File: config.mk
export PLATFORM = sky130hd
export DESIGN_NAME = receive
export DESIGN_NICKNAME = d
export VERILOG_FILES = /design/src/rtl/uart_pkg.sv /design/src/rtl/receive_rx_sync.sv /design/src/rtl/receive.sv
export SDC_FILE = /design/constraint.sdc
export NUM_CORES = 1
export LEC_CHECK = 0
export ABC_CLOCK_PERIOD_IN_PS = 2200
export CAP_MARGIN = 40
export CORE_ASPECT_RATIO = 1.1
export CORE_UTILIZATION = 39
export CTS_CLUSTER_SIZE = 24
export DETAILED_ROUTE_END_ITERATION = 12
export HOLD_SLACK_MARGIN = 0.02
export PLACE_DENSITY = 0.69
export SLEW_MARGIN = 20
export SYNTH_ARGS = -nofsm -noshare
export SYNTH_HDL_FRONTEND = slang
export SYNTH_SLANG_ARGS = --single-unit
File: constraint.sdc
create_clock -name br -period 2.2 [get_ports br]
set_clock_uncertainty 0.15 [all_clocks]
set_input_delay 0.22 -clock br [delete_from_list [all_inputs] [get_ports br]]
set_output_delay 0.22 -clock br [all_outputs]
set_load 0.02 [all_outputs]
File: src/rtl/uart_pkg.sv
// UART shared definitions: FSM encoding, oversample default, data width.
// Shared by the receive stage and the transmit rework.
package uart_pkg;

  localparam int OVS_DEFAULT = 16;
  localparam int DW          = 8;

  typedef enum logic [2:0] {
    IDLE   = 3'd0,
    START  = 3'd1,
    DATA   = 3'd2,
    PARITY = 3'd3,
    STOP   = 3'd4
  } state_t;

  // Parity check: data XOR parity bit must be 0 for even, 1 for odd.
  function automatic logic parity_err(
    input logic [DW-1:0] d,
    input logic          p,
    input logic          even
  );
    return (^d ^ p) != ~even;
  endfunction

endpackage

File: src/rtl/receive_rx_sync.sv
// Two-flop synchronizer for the serial line.
// Resets to 1 (idle) so reset never looks like a start bit.
module rx_sync (
  input  logic clk,
  input  logic rst,
  input  logic d,
  output logic q
);

  logic s0;

  always_ff @(posedge clk or posedge rst) begin
    if (rst) begin
      s0 <= 1'b1;
      q  <= 1'b1;
    end else begin
      s0 <= d;
      q  <= s0;
    end
  end

endmodule

File: src/rtl/receive.sv
// UART receive stage: 16x oversampled frame recovery with
// receive buffer, data-ready and parity/framing/overrun status.
module receive
  import uart_pkg::*;
#(
  parameter int OVS = OVS_DEFAULT
) (
  input  logic          br,
  input  logic          rst,
  input  logic          rx,
  input  logic          pen,
  input  logic          eps,
  input  logic          rd,
  output logic [DW-1:0] rbr,
  output logic          dr,
  output logic          pe,
  output logic          fe,
  output logic          oe
);

  localparam int TW = $clog2(OVS);
  localparam logic [TW-1:0] TMID = TW'(OVS / 2 - 1);
  localparam logic [TW-1:0] TEND = TW'(OVS - 1);

  logic          line;
  state_t        state;
  logic [TW-1:0] tick;
  logic [2:0]    bitn;
  logic [DW-1:0] sr;
  logic          pen_q;
  logic          eps_q;
  logic          perr;

  rx_sync u_sync (
    .clk (br),
    .rst (rst),
    .d   (rx),
    .q   (line)
  );

  always_ff @(posedge br or posedge rst) begin
    if (rst) begin
      state <= IDLE;
      tick  <= '0;
      bitn  <= '0;
      sr    <= '0;
      pen_q <= 1'b0;
      eps_q <= 1'b0;
      perr  <= 1'b0;
      rbr   <= '0;
      dr    <= 1'b0;
      pe    <= 1'b0;
      fe    <= 1'b0;
      oe    <= 1'b0;
    end else begin
      // A read clears status; a commit in the same cycle overrides below.
      if (rd) begin
        dr <= 1'b0;
        pe <= 1'b0;
        fe <= 1'b0;
        oe <= 1'b0;
      end
      unique case (state)
        IDLE: begin
          if (!line) begin
            state <= START;
            tick  <= '0;
          end
        end
        START: begin
          if (tick == TMID) begin
            tick <= '0;
            if (!line) begin
              state <= DATA;
              bitn  <= '0;
              pen_q <= pen;
              eps_q <= eps;
              perr  <= 1'b0;
            end else begin
              state <= IDLE;
            end
          end else begin
            tick <= tick + 1'b1;
          end
        end
        DATA: begin
          if (tick == TEND) begin
            tick <= '0;
            sr   <= {line, sr[DW-1:1]};
            bitn <= bitn + 3'd1;
            if (bitn == 3'd7) begin
              state <= pen_q ? PARITY : STOP;
            end
          end else begin
            tick <= tick + 1'b1;
          end
        end
        PARITY: begin
          if (tick == TEND) begin
            tick  <= '0;
            perr  <= parity_err(sr, line, eps_q);
            state <= STOP;
          end else begin
            tick <= tick + 1'b1;
          end
        end
        STOP: begin
          if (tick == TEND) begin
            tick  <= '0;
            state <= IDLE;
            if (!dr || rd) begin
              rbr <= sr;
              pe  <= perr;
              fe  <= ~line;
              dr  <= 1'b1;
            end else begin
              oe <= 1'b1;
            end
          end else begin
            tick <= tick + 1'b1;
          end
        end
        default: state <= IDLE;
      endcase
    end
  end

endmodule

==> results by group <==
Routing
  – Routed WL: 3077 µm
  – DR WL/cell: 14.45 µm
  – Post-DRT Antenna Nets: 0
  – Drt first-iter violations: 41
  – Vias/cell: 5.117
  – Drt pass-1 iters: 4
  – DRC: 0
  – Total number of vias: 1,090

Layout
  – Diode count: 0
  – # nets final: 167
  – Layout area overhead: 15.94%
  – Ratio of cells with drive above 1 in the final layout: 25.79%
  – FILL cells: 400

Yosys
  – Mapped Nets: 148
  – Largest area contributor in the netlist: dfrtp_1
  – Top cell type's share of synthesized area: 46.98%
  – Xor/xnor share of the synthesized area: 4.769%
  – Adder-cell share of the synthesized area: 2.135%
  – Number of synthesized register bits: 35
  – YS warnings: 0
  – Top_reg_cell synth: dfrtp_1
  – Simple-gate share of the synthesized area: 13.17%
  – Largest family of logic cells by synthesized area: multiplexers
  – Synth cell types: 43
  – Complex-gate fraction of the synthesized area: 10.75%
  – Post-synth EDFFs: 0
  – Synthesized area: 1758 µm²
  – Synth Area per Inst: 12.65 µm²
  – Mux cell area share after synthesis: 15.09%
  – Synth area leaders: dfrtp_1 (47%), mux2_2 (7.7%), mux2_4 (6.8%)
  – Synth async-reset ratio: 100.0%
  – Sequential-to-total area share from yosys stat: 49.96%
  – Post-Syn Instances: 139

Clocking
  – CTS sink count: 35
  – Later-pin clock latency in the skew report: 0.29 ns
  – Resize count post-CTS: 0
  – CTS tree: built
  – Setup bufs post-CTS: 0
  – Post-CTS Hold Buffers: 0
  – Root buffer cell: clkbuf_8
  – H-tree levels: 2
  – Maximum clock path buffer count: 2
  – Clk pin slew, worst setup/hold paths: 0.07 ns
  – Inserted Clock Buffers: 5

Critical path
  – Crit path capture type: flip-flop
  – Critical path fanouts, max: 10
  – Reg2reg end: rbr[4]
  – Reg-to-reg slack, setup: 0.22 ns
  – Crit path largest cell delay: 0.39 ns
  – CP arrival: 2.01 ns
  – Setup Crit Path Kind: reg -> reg
  – CP required: 2.23 ns
  – Cell count of the worst reg-to-reg path: 5
  – FF-to-FF Start: tick[1]
  – CP cell instances: ha_1, nand3_4, nor3_4, and2_4, mux2_4
  – Startpoint Class: flip-flop
  – CP max stage cell: dfrtp_1

Place
  – Pre-CTS setup slack: 0.2211 ns
  – Port buffer count: 17
  – GP Congestion: 0.8444
  – Final HPWL DP: 2138 µm

Timing
  – Period utilization: 90.02%
  – Fmax: 0.5050 GHz
  – Slew Limit Fails: 0
  – Worst-Margin Slew: 0.5468 ns
  – Final Critical Period: 1.980 ns
  – Final TNS setup: 0 ns
  – PnR worst setup slack: 0.2196 ns
  – Fin. Hold Viols: 0
  – RSZ-0062 raised after global routing: no
  – Final setup fails: 0
  – Slew headroom: 63.08%

Floorplanning
  – Core area: 4317 µm²
  – IO Pins: 18
  – Row cnt: 25
  – Die H: 72.42 µm
  – Die area: 4780 µm²
  – Initial core utilization: 40.72%
  – Die Wd: 66.02 µm

Global routing
  – Gr ovfl total: 0
  – Global Route Usage Sum: 14.78%
  – Vias in the first global route: 1,076
  – First-pass GRT wire length: 5168 µm
  – Initial antenna violation count: 0
  – Pin count of the biggest net entering global routing: 36

Power
  – Combinational share of power: 24.9%
  – Pwr dens: 874.5 nW/µm²
  – Psw: 591.9 µW
  – Worst VDD drop: 411.8 µV
  – Leak: 0.0008936 µW
  – Seq pwr share: 49.9%
  – Sw Share: 33.21%
  – Clock power share: 25.2%
  – Int Pwr: 1190 µW

Min path
  – Hold WC Path Type: in -> async

Job
  – Max cap viols: 0

Status
  – Run status: completed
==> through the flow <==
step | cell area, µm² | cells | hold WS [ns] | util (%) | total power (µW)
detailed placement | 1953 | 205 | 0.1990 | 45.25 | 1342
global placement | 1953 | 205 | 0.1957 | 45.25 | 1305
finish | 2038 | 213 | 0.1647 | 47.22 | 1782
global route | 2038 | 213 | 0.1816 | 47.22 | 1900
CTS | 2038 | 213 | 0.1810 | 47.22 | 1795
floorplan | 1758 | 139 | 0.07448 | - | 1270
==> per-layer routing <==
| metal | wire [µm] | GRT usage [%] | vias up |
|---|---|---|---|
| met5 | 0 | 0 | - |
| met1 | 1358 | 18.81 | 530 |
| met2 | 1498 | 22.34 | 27 |
| li1 | - | - | 528 |
| met3 | 177 | 6.447 | 5 |
| met4 | 42 | 5.201 | 0 |
==> worst max-delay path by stage <==
| stage | start | end | slack (ns) | cells after the start |
|---|---|---|---|---|
| 2_1_floorplan | tick[1] | rbr[0] | 0.37 | 6 |
| 3_3_place_gp | tick[1] | rbr[0] | 0.30 | 5 |
| 3_5_place_dp | tick[1] | rbr[6] | 0.22 | 5 |
| 4_1_cts | tick[1] | rbr[4] | 0.21 | 5 |
| 5_1_grt | tick[1] | rbr[6] | 0.09 | 5 |
| 6_report | tick[1] | rbr[4] | 0.22 | 5 |
==> flip-flops by register name, indices dropped and copies added (netlist names) <==
| name | count |
|---|---|
| bitn | 3 |
| dr | 1 |
| eps_q | 1 |
| fe | 1 |
| oe | 1 |
| pe | 1 |
| pen_q | 1 |
| perr | 1 |
| rbr | 8 |
| sr | 8 |
| state | 3 |
| tick | 4 |
| u_sync.q | 1 |
| u_sync.s0 | 1 |
==> cells by family after synthesis <==
kind of cell | after synthesis
AO/OA/AOI/OAI | 27
flip-flops | 35
XOR/XNOR | 8
AND/OR/NAND/NOR | 34
buffers and inverters | 11
multiplexers | 21
adder cells (fa/ha/maj) | 3
==> power groups by stage <==
stage          Combinational (µW)  Clock, µW  Sequential, µW
2_1_floorplan                 465          0             805
3_3_place_gp                  418          0             887
3_5_place_dp                  447          0             895
4_1_cts                       448        462             885
5_1_grt                       507        487             906
6_report                      445        449             889
==> critical path: cells and delay by family (launching register included) <==
family | cells | cell delay, ns
and+or+nand+nor | 3 | 0.68
DFF | 1 | 0.39
adders and majority gates | 1 | 0.33
muxes | 1 | 0.32
==> layout make-up <==
class,instances,area (µm²),area share [%]
Sequential cell,35,878.3,43.09
Inverter,4,15.01,0.7366
Tap cell,54,67.56,3.315
Timing Repair Buffer,19,185.2,9.085
Clock buffer,6,72.57,3.560
Multi-Input combinational cell,93,807.0,39.59
Clock inverter,2,12.51,0.6139
==> cells in the mapped netlist (2+ instances only) <==
cell type,count
mux2_4,8
ha_1,3
a22o_1,5
dfstp_2,2
o21ai_0,3
nor2b_1,3
nand2_1,6
nand2b_1,4
nor2_1,4
buf_2,3
nor2_2,2
and3_1,2
dfrtp_1,33
a311oi_1,2
mux2_2,12
inv_1,4
nand3_1,4
a21oi_1,6
or2_2,2
xnor2_1,7
a211oi_1,2
==> layout by cell type, fill, tap and decap left out, types with 3 or more instances in the layout <==
cell type,count
dfrtp_1,33
clkdlybuf4s50_1,17
mux2_2,12
mux2_4,8
xnor2_1,7
nand2_1,6
a21oi_1,6
a22o_1,5
clkbuf_8,5
nand2b_1,4
nand3_1,4
inv_1,4
nor2_1,4
nor2b_1,3
o21ai_0,3
ha_1,3
Power figures use the tool's default switching activity.
